===== config.mk =====
export PLATFORM = sky130hd
export DESIGN_NAME = neuron_layer_sequencer
export DESIGN_NICKNAME = d
export VERILOG_FILES = /design/src/rtl/neuron_layer_sequencer_pkg.sv /design/src/rtl/seq_param_mem.sv /design/src/rtl/neuron_layer_sequencer.sv
export SDC_FILE = /design/constraint.sdc
export NUM_CORES = 1
export LEC_CHECK = 0
export CORE_ASPECT_RATIO = 1.75
export CORE_MARGIN = 1
export CORE_UTILIZATION = 55
export CTS_CLUSTER_SIZE = 20
export DETAILED_ROUTE_END_ITERATION = 8
export PLACE_DENSITY = 0.73
export SYNTH_ARGS = -nofsm -noshare
export SYNTH_HDL_FRONTEND = slang
export SYNTH_SLANG_ARGS = --single-unit

===== constraint.sdc =====
create_clock -name clk -period 3.9 [get_ports clk]
set_input_delay 0.585 -clock clk [delete_from_list [all_inputs] [get_ports clk]]
set_output_delay 0.585 -clock clk [all_outputs]
set_load 0.05 [all_outputs]

===== src/rtl/neuron_layer_sequencer_pkg.sv =====
// rtl/neuron_layer_sequencer_pkg.sv - shared encodings for the neuron layer sequencer
package neuron_layer_sequencer_pkg;

    typedef enum logic [2:0] {
        ST_IDLE,
        ST_NRST,
        ST_FEED,
        ST_WAIT,
        ST_STORE,
        ST_DONE
    } state_t;

    typedef enum logic [1:0] {
        CFG_INPUT  = 2'b00,
        CFG_WEIGHT = 2'b01,
        CFG_BIAS   = 2'b10,
        CFG_NONE   = 2'b11
    } cfg_sel_t;

    typedef enum logic [1:0] {
        AF_SIGMOID = 2'b00,
        AF_TANH    = 2'b01,
        AF_RELU    = 2'b10
    } af_sel_t;

    localparam logic [15:0] ONE = 16'h0400;

endpackage


===== src/rtl/seq_param_mem.sv =====
// rtl/seq_param_mem.sv - input/weight/bias register storage with config write and one read port
module seq_param_mem
    import neuron_layer_sequencer_pkg::*;
#(
    parameter int WIDTH = 15,
    parameter int N_IN  = 8,
    parameter int N_OUT = 4,
    localparam int AW   = $clog2(N_IN * N_OUT),
    localparam int JW   = $clog2(N_OUT),
    localparam int KW   = $clog2(N_IN)
) (
    input  logic           clk,
    input  logic           we,
    input  logic [1:0]     sel,
    input  logic [AW-1:0]  addr,
    input  logic [WIDTH:0] data,
    input  logic [JW-1:0]  rd_neuron,
    input  logic [KW-1:0]  rd_beat,
    output logic [WIDTH:0] rd_x,
    output logic [WIDTH:0] rd_w,
    output logic [WIDTH:0] rd_b
);

    logic [WIDTH:0] in_mem [N_IN];
    logic [WIDTH:0] w_mem  [N_IN*N_OUT];
    logic [WIDTH:0] b_mem  [N_OUT];
    logic [31:0]    widx;

    always_ff @(posedge clk) begin
        if (we) begin
            case (sel)
                CFG_INPUT:  if (int'(addr) < N_IN) in_mem[addr[KW-1:0]] <= data;
                CFG_WEIGHT: if (int'(addr) < N_IN * N_OUT) w_mem[addr] <= data;
                CFG_BIAS:   if (int'(addr) < N_OUT) b_mem[addr[JW-1:0]] <= data;
                default: ;
            endcase
        end
    end

    // A write in the same cycle as the read is forwarded, so a run started
    // alongside a config write sees the new value.
    always_comb begin
        widx = 32'(rd_neuron) * 32'(N_IN) + 32'(rd_beat);
        rd_x = '0;
        rd_w = '0;
        rd_b = '0;
        if (int'(rd_beat) < N_IN) rd_x = in_mem[rd_beat];
        if (widx < 32'(N_IN * N_OUT)) rd_w = w_mem[widx[AW-1:0]];
        if (int'(rd_neuron) < N_OUT) rd_b = b_mem[rd_neuron];
        if (we && sel == CFG_INPUT && int'(addr) == int'(rd_beat)) rd_x = data;
        if (we && sel == CFG_WEIGHT && 32'(addr) == widx) rd_w = data;
        if (we && sel == CFG_BIAS && int'(addr) == int'(rd_neuron)) rd_b = data;
    end

endmodule


===== src/rtl/neuron_layer_sequencer.sv =====
// rtl/neuron_layer_sequencer.sv - sequences one neuron through N_OUT passes to form a layer
module neuron_layer_sequencer
    import neuron_layer_sequencer_pkg::*;
#(
    parameter int WIDTH   = 15,
    parameter int N_IN    = 8,
    parameter int N_OUT   = 4,
    parameter int TIMEOUT = 64,
    localparam int AW     = $clog2(N_IN * N_OUT),
    localparam int JW     = $clog2(N_OUT),
    localparam int KW     = $clog2(N_IN),
    localparam int TW     = $clog2(TIMEOUT + 1)
) (
    input  logic           clk,
    input  logic           ext_reset,
    input  logic           cfg_we,
    input  logic [1:0]     cfg_sel,
    input  logic [AW-1:0]  cfg_addr,
    input  logic [WIDTH:0] cfg_data,
    input  logic           start,
    input  logic [1:0]     af_sel,
    output logic           busy,
    output logic           done,
    output logic           err,
    input  logic [JW-1:0]  rd_addr,
    output logic [WIDTH:0] rd_data,
    output logic           n_rst,
    output logic [WIDTH:0] n_x,
    output logic [WIDTH:0] n_y,
    output logic [WIDTH:0] n_z,
    output logic           n_af_en,
    output logic [1:0]     n_sel,
    input  logic [WIDTH:0] n_f,
    input  logic           n_complete
);

    state_t         state;
    logic [JW-1:0]  j;
    logic [KW-1:0]  k;
    logic [TW-1:0]  timer;
    logic [WIDTH:0] cap;
    logic [WIDTH:0] result [N_OUT];
    logic [JW-1:0]  rd_neuron;
    logic [KW-1:0]  rd_beat;
    logic [WIDTH:0] mem_x, mem_w, mem_b;
    logic           cfg_ok;

    assign cfg_ok = cfg_we && (state == ST_IDLE);

    seq_param_mem #(.WIDTH(WIDTH), .N_IN(N_IN), .N_OUT(N_OUT)) u_mem (
        .clk       (clk),
        .we        (cfg_ok),
        .sel       (cfg_sel),
        .addr      (cfg_addr),
        .data      (cfg_data),
        .rd_neuron (rd_neuron),
        .rd_beat   (rd_beat),
        .rd_x      (mem_x),
        .rd_w      (mem_w),
        .rd_b      (mem_b)
    );

    // Outputs are registered on entry to a state, so the read port looks one step ahead.
    always_comb begin
        rd_neuron = j;
        rd_beat   = '0;
        case (state)
            ST_IDLE:  rd_neuron = '0;
            ST_STORE: rd_neuron = j + JW'(1);
            ST_FEED:  rd_beat   = k + KW'(1);
            default: ;
        endcase
    end

    assign rd_data = (int'(rd_addr) < N_OUT) ? result[rd_addr] : '0;

    always_ff @(posedge clk) begin
        if (ext_reset) begin
            state   <= ST_IDLE;
            busy    <= 1'b0;
            done    <= 1'b0;
            err     <= 1'b0;
            n_rst   <= 1'b0;
            n_af_en <= 1'b0;
            n_x     <= '0;
            n_y     <= '0;
            n_z     <= '0;
            n_sel   <= '0;
            j       <= '0;
            k       <= '0;
            timer   <= '0;
            cap     <= '0;
            for (int i = 0; i < N_OUT; i++) result[i] <= '0;
        end else begin
            done  <= 1'b0;
            n_rst <= 1'b0;
            case (state)
                ST_IDLE: begin
                    if (start) begin
                        n_sel <= af_sel;
                        err   <= 1'b0;
                        j     <= '0;
                        busy  <= 1'b1;
                        n_rst <= 1'b1;
                        n_z   <= mem_b;
                        state <= ST_NRST;
                    end
                end
                ST_NRST: begin
                    k     <= '0;
                    n_x   <= mem_x;
                    n_y   <= mem_w;
                    state <= ST_FEED;
                end
                ST_FEED: begin
                    if (k == KW'(N_IN - 1)) begin
                        n_af_en <= 1'b1;
                        timer   <= '0;
                        state   <= ST_WAIT;
                    end else begin
                        k   <= k + KW'(1);
                        n_x <= mem_x;
                        n_y <= mem_w;
                    end
                end
                ST_WAIT: begin
                    if (n_complete) begin
                        cap     <= n_f;
                        n_af_en <= 1'b0;
                        state   <= ST_STORE;
                    end else if (timer == TW'(TIMEOUT - 1)) begin
                        cap     <= '0;
                        err     <= 1'b1;
                        n_af_en <= 1'b0;
                        state   <= ST_STORE;
                    end else begin
                        timer <= timer + TW'(1);
                    end
                end
                ST_STORE: begin
                    result[j] <= cap;
                    if (j == JW'(N_OUT - 1)) begin
                        done  <= 1'b1;
                        state <= ST_DONE;
                    end else begin
                        j     <= j + JW'(1);
                        n_rst <= 1'b1;
                        n_z   <= mem_b;
                        state <= ST_NRST;
                    end
                end
                ST_DONE: begin
                    busy  <= 1'b0;
                    n_x   <= '0;
                    n_y   <= '0;
                    state <= ST_IDLE;
                end
                default: state <= ST_IDLE;
            endcase
        end
    end

endmodule

==> flow_summary_export.csv <==
group,metric,value,unit
floorplanning,die_h,332,µm
route,drc,0,
critical_path,r2r_start,"state[1]",
timing,finalClockSkew,0.0278,ns
synthesis,synth_nets,2372,
timing,slew_headroom,0.177,
pwr,p_int,14.6,mW
route,vias_per_cell,6.28,
clocking,post_cts_buffers,0,
route,wire_per_inst,25.9,µm
pwr,power,19.0,mW
timing,rsz0062_at_grt,"no",
route,drt_pass1_iterations,8,
synthesis,synth_area,34200,µm²
synthesis,synth_cell_types,62,
critical_path,cp.required,4.38,ns
finish,nets,2496,
placed_design,io_buffer_count,118,
finish,layoutNonFillerInstCount,3299,
critical_path,critical_path_arrival,3.96,ns
floorplanning,die_w,191,µm
clocking,cts_sinks,854,
clocking,cts_buffers,75,
finish,fin_util,0.636,
synthesis,syn_inst,2320,
timing,worst_slack,0.423,ns
synthesis,ys.warnings.count,0,
synthesis,avgSynthCellArea,14.8,µm²
route,first_iter_violations,1770,
finish,most-common-layout-cells,"768 x edfxtp_1, 188 x nand2_1, 147 x mux2i_1, 118 x a21oi_1, 103 x nor2_1",
floorplanning,core_region_area,61400,µm²
clocking,clk_path_buf_depth,3,
placed_design,dpl.hpwl,54400,µm
global_routing,grt_pass1_wl,126000,µm
critical_path,worstRegToRegCells,7,
placed_design,dp_cells,3160,
clocking,cts.repair.resized,0,
finish,drive_gt1_frac,0.127,
critical_path,startpoint_type,"flip-flop",
critical_path,startpoint,"state[1]",
pwr,powerDensity,487,nW/µm²
finish,area_growth,14.0,%
timing,whs,0.410,ns
critical_path,critical_path_class,"reg -> reg",
clocking,cts_tree,"done",
critical_path,critPathMaxFanout,34,
finish,stdcell_area,39000,µm²
global_routing,grt_overflow_total,0,
synthesis,synthArstFlopShare,0,
clocking,cts-hold-fix-buffers,0,
critical_path,slowest_delay,0.78,ns
timing,hold_viol_final,0,
global_routing,grt_usage,0.271,
clocking,clockRootBuffer,"clkbuf_16",
timing,tightest_slew,1.23,ns
pwr,netSwitchingPower,4.46,mW
timing,timing.setup.tns,0,ns
pwr,ir_drop,427,µV
floorplanning,start_util,0.558,
floorplanning,dieArea,63300,µm²
run_status,status,"complete, no violations",
clocking,clock_latency,0.63,ns
clocking,cts_max_level,3,
timing,post-route-period-util,0.892,
pwr,clockPowerShare,0.384,
critical_path,r2r-end,"n_y[4]",
finish,final_common_cell,"edfxtp_1",
critical_path,reg2reg_slack,0.42,ns
global_routing,grt_max_degree,99,
synthesis,synth_edf_count,768,
placed_design,post-place-ws,0.0563,ns
timing,clock.fmax,288,MHz
finish,antenna_cells,0,
global_routing,antenna_found_initial,3,
pwr,swShare,0.235,
critical_path,cp_slowest_cell,"dfxtp_1",
placed_design,post_dp_cell_area,36600,µm²
timing,slew_viol_final,0,
timing,min_period,3.48,ns
critical_path,crit_path_end_kind,"flip-flop",
route,vias,20708,
synthesis,ys_ff_latch,854,
critical_path,crit_path_cell_trace,"nor4bb_4 -> buf_12 -> mux2_2 -> o21ai_0 -> o32ai_1 -> a2111oi_0 -> a311oi_1",
route,wl,85400,µm
pwr,seqPwrFrac,0.533,
critical_path,crit_path_end,"n_y[4]",
timing,finalSetupViolations,0,
job,timing.max_cap.violations,0,
global_routing,grt_pass1_vias,20625,
pwr,combPwrFrac,0.083,
clocking,path_clk_slew,0.07,ns
pwr,p_leak,12.5,nW
route,ant_nets,0,
placed_design,place.gp.congestion,0.922,
synthesis,ys_seq_area_frac,0.724,
synthesis,synth_ff_type,"edfxtp_1",
floorplanning,top_level_ports,119,
min_path,hold_class,"in -> reg",
floorplanning,row_count,120,
## cells by family after synthesis
| group | count (synthesis) | synth area share |
|---|---|---|
| DFF | 854 | 0.724 |
| adders and majority gates | 4 | 0.00146 |
| xor gates and xnor gates | 7 | 0.00179 |
| muxes | 196 | 0.0696 |
| buffers and inverters | 187 | 0.0212 |
| and+or+nand+nor | 550 | 0.0797 |
| AOI/OAI and AO/OA | 522 | 0.103 |
## metal layers
layer,vias to the layer above,share of wire,global-route usage
met5,-,0.00016,0
met4,2,0.061,0.159
met3,231,0.068,0.0413
met2,953,0.52,0.473
met1,10246,0.35,0.312
li1,9276,-,-
## worst min-delay path by stage
stage          endpoint  cells past startpoint  startpoint  slack, ns
2_1_floorplan  timer[6]                      2    timer[6]       0.43
3_3_place_gp     n_x[6]                      2      n_x[6]       0.44
3_5_place_dp     n_z[8]                      2      n_z[8]       0.44
4_1_cts        timer[0]                      2   ext_reset       0.38
5_1_grt        timer[0]                      2   ext_reset       0.43
6_report       timer[0]                      2   ext_reset       0.41
## synthesized netlist by cell type (48+ instances only)
master / instances / share of area
nor2_1: 103 / 0.011
o22ai_1: 48 / 0.0088
and2_1: 69 / 0.013
a21oi_1: 119 / 0.017
dfxtp_1: 86 / 0.050
a211oi_1: 69 / 0.015
o21ai_0: 56 / 0.0082
mux2i_1: 147 / 0.043
nand2_1: 188 / 0.021
clkbuf_1: 126 / 0.014
edfxtp_1: 768 / 0.67
and3_1: 48 / 0.0088
## power groups by stage
stage / logic, mW / clock network [mW] / registers, mW
final: 1.58 / 7.30 / 10.1
after global routing: 1.66 / 7.69 / 10.2
after CTS: 1.56 / 7.39 / 10.1
after detailed placement: 1.55 / 0 / 10.3
after global placement: 1.52 / 0 / 10.3
after floorplan: 0.680 / 0 / 10.5
## area by class of cell
| class | instances | area [µm²] |
|---|---|---|
| multi-input combinational | 1279 | 8890 |
| sequential | 854 | 24800 |
| inverter | 19 | 71.3 |
| fill | 4322 | 22400 |
| tap | 793 | 992 |
| clock buffer | 106 | 2160 |
| clock inverter | 33 | 265 |
| timing repair buffer | 215 | 1870 |
## sequential cells by signal (all words and copies together) (netlist names)
| register | cells |
|---|---|
| k | 3 |
| busy | 1 |
| u_mem.in_mem | 128 |
| n_y | 16 |
| done | 1 |
| n_af_en | 1 |
| n_z | 16 |
| n_rst | 1 |
| u_mem.b_mem | 64 |
| err | 1 |
| n_sel | 2 |
| timer | 7 |
| u_mem.w_mem | 512 |
| n_x | 16 |
| state | 3 |
| result | 64 |
| cap | 16 |
| j | 2 |
## worst max-delay path: cells and delay by family, from the launching register on
| kind | cells | cell delay, ns |
|---|---|---|
| AO/OA/AOI/OAI | 4 | 1.38 |
| flip-flops | 1 | 0.78 |
| multiplexers | 1 | 0.36 |
| buffers and inverters | 1 | 0.28 |
| AND/OR/NAND/NOR | 1 | 0.51 |
No activity file was read; power rests on OpenSTA's default activity.
